### src/rtl/usb_cdc_fifo_ex.sv
// usb_cdc_fifo_ex: parametrised synchronous FIFO for the USB CDC data path.
// Provides a level count, threshold flags, synchronous flush, sticky
// overflow/underflow errors and a selectable FWFT or registered read port.
module usb_cdc_fifo_ex #(
    parameter int DW   = 8,
    parameter int AW   = 4,
    parameter int FWFT = 1
) (
    input  logic          clk,
    input  logic          rst_n,
    input  logic          flush,
    input  logic          wr,
    input  logic [DW-1:0] w_data,
    input  logic          rd,
    output logic [DW-1:0] r_data,
    output logic          r_valid,
    output logic          empty,
    output logic          full,
    output logic [AW:0]   level,
    input  logic [AW:0]   th,
    output logic          level_above,
    output logic          level_below,
    output logic          overflow,
    output logic          underflow,
    input  logic          err_clr
);

    localparam int          DEPTH    = 1 << AW;
    localparam logic [AW:0] LVL_FULL = (AW+1)'(DEPTH);
    localparam logic [AW:0] LVL_ONE  = (AW+1)'(1);
    localparam logic [AW-1:0] PTR_ONE = AW'(1);

    logic [DW-1:0] r_mem [DEPTH];
    logic [AW-1:0] r_wptr;
    logic [AW-1:0] r_rptr;
    logic [AW:0]   r_level;
    logic          r_ovf;
    logic          r_unf;

    logic w_empty;
    logic w_full;
    logic w_rd_acc;
    logic w_wr_acc;
    logic w_ovf_set;
    logic w_unf_set;

    // Status flags come only from the registered level; a write while full
    // is accepted only when it is paired with an accepted read.
    always_comb begin
        w_empty   = (r_level == '0);
        w_full    = (r_level == LVL_FULL);
        w_rd_acc  = rd & ~w_empty;
        w_wr_acc  = wr & (~w_full | w_rd_acc);
        w_ovf_set = wr & ~w_wr_acc & ~flush;
        w_unf_set = rd & ~w_rd_acc & ~flush;
    end

    // Storage array: written on an accepted write, never reset.
    always_ff @(posedge clk) begin
        if (w_wr_acc && !flush) begin
            r_mem[r_wptr] <= w_data;
        end
    end

    // Pointers and level; flush overrides any transfer in the same cycle.
    always_ff @(posedge clk or negedge rst_n) begin
        if (!rst_n) begin
            r_wptr  <= '0;
            r_rptr  <= '0;
            r_level <= '0;
        end else if (flush) begin
            r_wptr  <= '0;
            r_rptr  <= '0;
            r_level <= '0;
        end else begin
            if (w_wr_acc) begin
                r_wptr <= r_wptr + PTR_ONE;
            end
            if (w_rd_acc) begin
                r_rptr <= r_rptr + PTR_ONE;
            end
            if (w_wr_acc && !w_rd_acc) begin
                r_level <= r_level + LVL_ONE;
            end else if (!w_wr_acc && w_rd_acc) begin
                r_level <= r_level - LVL_ONE;
            end
        end
    end

    // Sticky error flags: a new rejection wins over err_clr; flush leaves them alone.
    always_ff @(posedge clk or negedge rst_n) begin
        if (!rst_n) begin
            r_ovf <= 1'b0;
            r_unf <= 1'b0;
        end else begin
            if (w_ovf_set) begin
                r_ovf <= 1'b1;
            end else if (err_clr) begin
                r_ovf <= 1'b0;
            end
            if (w_unf_set) begin
                r_unf <= 1'b1;
            end else if (err_clr) begin
                r_unf <= 1'b0;
            end
        end
    end

    generate
        if (FWFT != 0) begin : g_fwft
            // Head word is shown directly; rd acknowledges the displayed word.
            always_comb begin
                r_data  = r_mem[r_rptr];
                r_valid = ~w_empty;
            end
        end else begin : g_reg
            logic [DW-1:0] r_rd_data;
            logic          r_rd_vld;

            // Registered read port: data lands one cycle after the accepted read.
            always_ff @(posedge clk or negedge rst_n) begin
                if (!rst_n) begin
                    r_rd_data <= '0;
                    r_rd_vld  <= 1'b0;
                end else if (flush) begin
                    r_rd_vld  <= 1'b0;
                end else begin
                    r_rd_vld <= w_rd_acc;
                    if (w_rd_acc) begin
                        r_rd_data <= r_mem[r_rptr];
                    end
                end
            end

            // Drive the port from the registered copy.
            always_comb begin
                r_data  = r_rd_data;
                r_valid = r_rd_vld;
            end
        end
    endgenerate

    // Output mapping and unsigned threshold compares on the registered level.
    always_comb begin
        empty       = w_empty;
        full        = w_full;
        level       = r_level;
        level_above = (r_level > th);
        level_below = (r_level < th);
        overflow    = r_ovf;
        underflow   = r_unf;
    end

endmodule

### config.mk
export PLATFORM = sky130hd
export DESIGN_NAME = usb_cdc_fifo_ex
export DESIGN_NICKNAME = d
export VERILOG_FILES = /design/src/rtl/usb_cdc_fifo_ex.sv
export SDC_FILE = /design/constraint.sdc
export NUM_CORES = 1
export LEC_CHECK = 0
export CORE_MARGIN = 8
export CORE_UTILIZATION = 59
export DETAILED_ROUTE_END_ITERATION = 8
export GPL_TIMING_DRIVEN = 0
export PLACE_DENSITY = 0.87
export REMOVE_ABC_BUFFERS = 1
export SLEW_MARGIN = 20
export SYNTH_ARGS = -nofsm -noshare
export SYNTH_HDL_FRONTEND = slang
export SYNTH_SLANG_ARGS = --single-unit
### constraint.sdc
create_clock -name clk -period 3 [get_ports clk]
set_input_delay 0.45 -clock clk [delete_from_list [all_inputs] [get_ports clk]]
set_output_delay 0.45 -clock clk [all_outputs]
set_load 0.05 [all_outputs]
; After elaboration in Yosys (flattened, before gate mapping)
; Memory sizes are Yosys's and may differ from the RTL's.
; Cells that the tools add are included.
[classes]
add_sub_neg = 4
multipliers = 0
div_mod_pow = 0
magnitude_cmp = 2
n_eq_ne = 1
shift = 0
n_mux = 12
bitwise = 12
reduce_logical = 12
[op_table]
columns = cell, count
row1 = $mux 4, 4
row2 = $mux 5, 3
row3 = $add 4x1->4 const B, 2
row4 = $reduce_bool 2->1, 4
row5 = $and 1x1->1, 6
row6 = $add 5x1->5 const B, 1
row7 = $eq 5x5->1 const B, 1
row8 = $gt 5x5->1, 1
row9 = $logic_not 5->1, 1
row10 = $lt 5x5->1, 1
row11 = $mux 1, 5
row12 = $not 1->1, 5
row13 = $sub 5x1->5 const B, 1
row14 = $logic_and 1x1->1, 3
row15 = $logic_not 1->1, 3
row16 = $reduce_bool 3->1, 1
row17 = $or 1x1->1, 1
[word_totals]
regBits = 15
latchBits = 0
ram_bits = 128
romBits = 0
input_bits = 19
out_inout_bits = 20
wordCells = 49
n_memories = 1
[mem_list]
columns = memory, depth, width, read_ports, rd_ports_with_merged_regs, write_ports, line
row1 = r_mem, 16, 8, 1, 0, 1, 33  ; logic [DW-1:0] r_mem [DEPTH];

; Longest topological paths before layout
[depth]
ltp_word = 10
depth_mapped = 9
depth_no_buf = 8

; Worst setup path after synthesis
; OpenSTA, ideal clock, no wires.
[synth_timing]
path_type = reg-to-output
start = register r_level[1] (netlist: level[1])
end = output port level_below
arrival_ns = 2.343
required_time_ns = 2.550
setup_slack_ns = 0.207
path_stages_with_launch = 7
cell_sequence = dfrtp_1 -> ha_1 -> nor2b_1 -> o21ai_0 -> nand2b_1 -> a21o_1 -> a21oi_1
[synth_via]
elab_chain_len = 1
[synth_lines]
columns = item, line
row1 = from (decl), 36  ; logic [AW:0] r_level;
row2 = from (signal assigned), 83  ; r_level <= r_level + LVL_ONE;
row3 = from (signal assigned), 85  ; r_level <= r_level - LVL_ONE;
row4 = $lt 5x5->1, 149  ; level_below = (r_level < th);
row5 = to (decl), 22  ; output logic level_below,
; Every way passes these cells.

; Final worst setup path
[layout_timing]
start = register r_rptr[1]
end = output port r_data[1]
[layout_via]
elab_chain_len = 1
[layout_lines]
columns = item, line
row1 = from (decl), 35  ; logic [AW-1:0] r_rptr;
row2 = from (signal assigned), 80  ; r_rptr <= r_rptr + PTR_ONE;
row3 = $mem_v2 16x8, n/a
row4 = to (decl), 15  ; output logic [DW-1:0] r_data,
; Every way passes these cells.

==> flow_summary.yaml <==
status:
  status: "finished, final reports clean"
timing:
  setup_viol: 0
  fmax_ghz: 0.334
  setup_tns_ns: 0
  hold_ws_ns: 0.337
  hold_viol: 0
  max-slew-margin-rel: 0.328
  rsz0062_at_grt: "yes"
  fin_skew_ns: 0.00651
  tightest_slew_ns: 1.00
  final.period_utilization: 0.998
  drv_slew: 0
  fin_crit_ns: 2.99
  timing.final.ws_setup_ns: 0.00727
grt:
  overflow: 0
  antenna_found_initial: 0
  grt_pass1_wl_um: 19900
  grt_start_max_net_pins: 34
  grt_pass1_vias: 3619
  grtUsageTotal: 0.186
synthesis:
  synth_edf_count: 128
  async_flop_share: 0.105
  synth.avg_cell_area_um2: 16.0
  synthFlopType: "edfxtp_1"
  synth_area_leader_cell: "edfxtp_1"
  yosys_warnings: 0
  syn_inst: 380
  ys_types: 39
  synth_area_um2: 6070
  ys_top_cells_by_area: "edfxtp_1 (63%), dfrtp_1 (6.2%), mux4_2 (5.9%), mux2i_1 (4.3%), ha_1 (2.9%)"
  ys_seq_elements: 143
  yosysSeqAreaShare: 0.695
  yosysTopAreaCellShare: 0.634
layout:
  nFillCells: 569
  final_area_um2: 7260
  fin_cells: 571
  utilization: 0.716
  fin_nets: 456
  layout_common_cells: "edfxtp_1 (128), mux2i_1 (26), clkdlybuf4s50_1 (26), nor2_1 (24), nand2_1 (19)"
  syn_to_final_growth_pct: 19.7
  drive_gt1_frac: 0.202
  diodes: 0
  multi_input_area_um2: 1770
  seqCellArea_um2: 4230
  final_common_cell: "edfxtp_1"
place:
  gp_congestion: 0.771
  dp.cells: 536
  dp_hpwl_um: 7760
  port-buffer-count: 38
  place_ws_ns: -0.314
  post_dp_cell_area_um2: 6550
pwr:
  vdd_drop_max_mv: 0.539
  pwr_density_cell_nw_per_um2: 871
  finalPower_mw: 6.33
  p_leak_nw: 2.51
floorplanning:
  die-area_um2: 13800
  pin_count: 39
  initial_core_util: 0.598
  core_area_um2: 10100
  rows: 37
  die_w_um: 117
  fp.dieH_um: 117
clock_tree:
  cts_made_buffers: 17
  cts_tree: "yes"
  cts.sinks: 143
  cts_root_buf: "clkbuf_8"
  htree_levels: 4
  clock_latency_ns: 0.52
  clk_path_buf_depth: 2
  clk_pin_slew_ns: 0.06
routing:
  highest_layer: "met4"
  drt_wl_total_um: 12800
  wirelength_met1_um: 5050
  dr_wl_met3_um: 816
  drcViolationCount: 0
  wl_met2_um: 6600
  vias_per_cell: 6.21
  wl_per_cell_um: 22.5
  drt_first_pass_iters: 5
  drt-initial-drc-count: 392
  ant_nets: 0
  vias: 3547
flow_run:
  cap_violations: 0
critical_path:
  cp_max_fo: 21
  cp_slowest_cell: "dfrtp_4"
  r2r_cells: 5
  ff2ff_setup_slack_ns: 0.45
  critPathLaunchType: "flop"
  crit_chain: "and2_2 -> a221oi_1 -> a22oi_1 -> nand2_1 -> clkdlybuf4s18_2"
  slowest_delay_ns: 0.62
  r2r_start: "level[1]"
  crit_arrival_ns: 2.54
  worstReg2RegEnd: "r_mem[2][2]"
  end_kind: "primary output"
  cp.required_ns: 2.55
  worstSetupPathType: "flop to primary output"
hold_path:
  hold_class: "primary input to async pin"
-- critical path: cells and delay by family, from the launching register on --
family | cells | cell delay (ns)
DFF | 1 | 0.62
AOI/OAI and AO/OA | 2 | 0.57
buffers and inverters | 1 | 0.38
and+or+nand+nor | 2 | 0.45
-- how the worst max path moves through the flow --
| stage | startpoint | to | cells after the start |
|---|---|---|---|
| final | r_rptr[1] | r_data[1] | 5 |
| after global routing | r_rptr[1] | r_data[3] | 5 |
| after CTS | r_rptr[1] | r_data[1] | 5 |
| after detailed placement | rd | r_mem[1][6] | 6 |
| after global placement | r_rptr[0] | r_data[3] | 6 |
| after floorplan | r_rptr[0] | r_data[0] | 3 |
-- sequential cells by signal, indices dropped and copies added, names as in the netlist --
signal     count
r_rptr         4
overflow       1
r_mem        128
underflow      1
r_wptr         4
level          5
-- report_power, final --
group | internal (mW) | switching, mW
clock | 1.36 | 0.823
sequential | 2.24 | 0.121
combinational | 0.712 | 1.06
-- final cells by class --
type,count,share of cell area
well taps,136,0.0234
clock buffers,17,0.0570
flip-flops and latches,143,0.582
clock inverters,15,0.0284
inverters,13,0.00672
repair buffers,42,0.0591
multi-input cells,205,0.243
-- metal layers --
layer  track usage  vias to the layer above
met5             0                        -
met4        0.0868                        0
met3        0.0475                       31
met2         0.303                      158
met1         0.230                     1793
li1              -                     1565
-- repair_timing --
action | 4_1_cts | 5_1_grt
gates cloned | 0 | 0
buffers inserted | 2 | 1
resized for setup | 35 | 13
hold buffers | 0 | 0
endpoints found under the setup margin | 12 | 10
-- kinds of logic after synthesis --
family          after synthesis  synth area share
flops                       143             0.695
simple gates                 71            0.0538
compound gates               60            0.0654
mux                          50             0.117
buf+inv                      32            0.0231
fa+ha+maj                    15            0.0322
xor+xnor                      9            0.0130
-- synthesized netlist by cell type, drive strengths merged, types with 8 or more instances --
cell type	instances
edfxtp	128
mux2i	26
nor2	24
nand2	20
o21ai	20
mux4	16
a21oi	15
dfrtp	15
ha	14
inv	13
buf	11
nand3	9
a221oi	8
a22oi	8
clkbuf	8
mux2	8
Power figures use the tool's default switching activity.
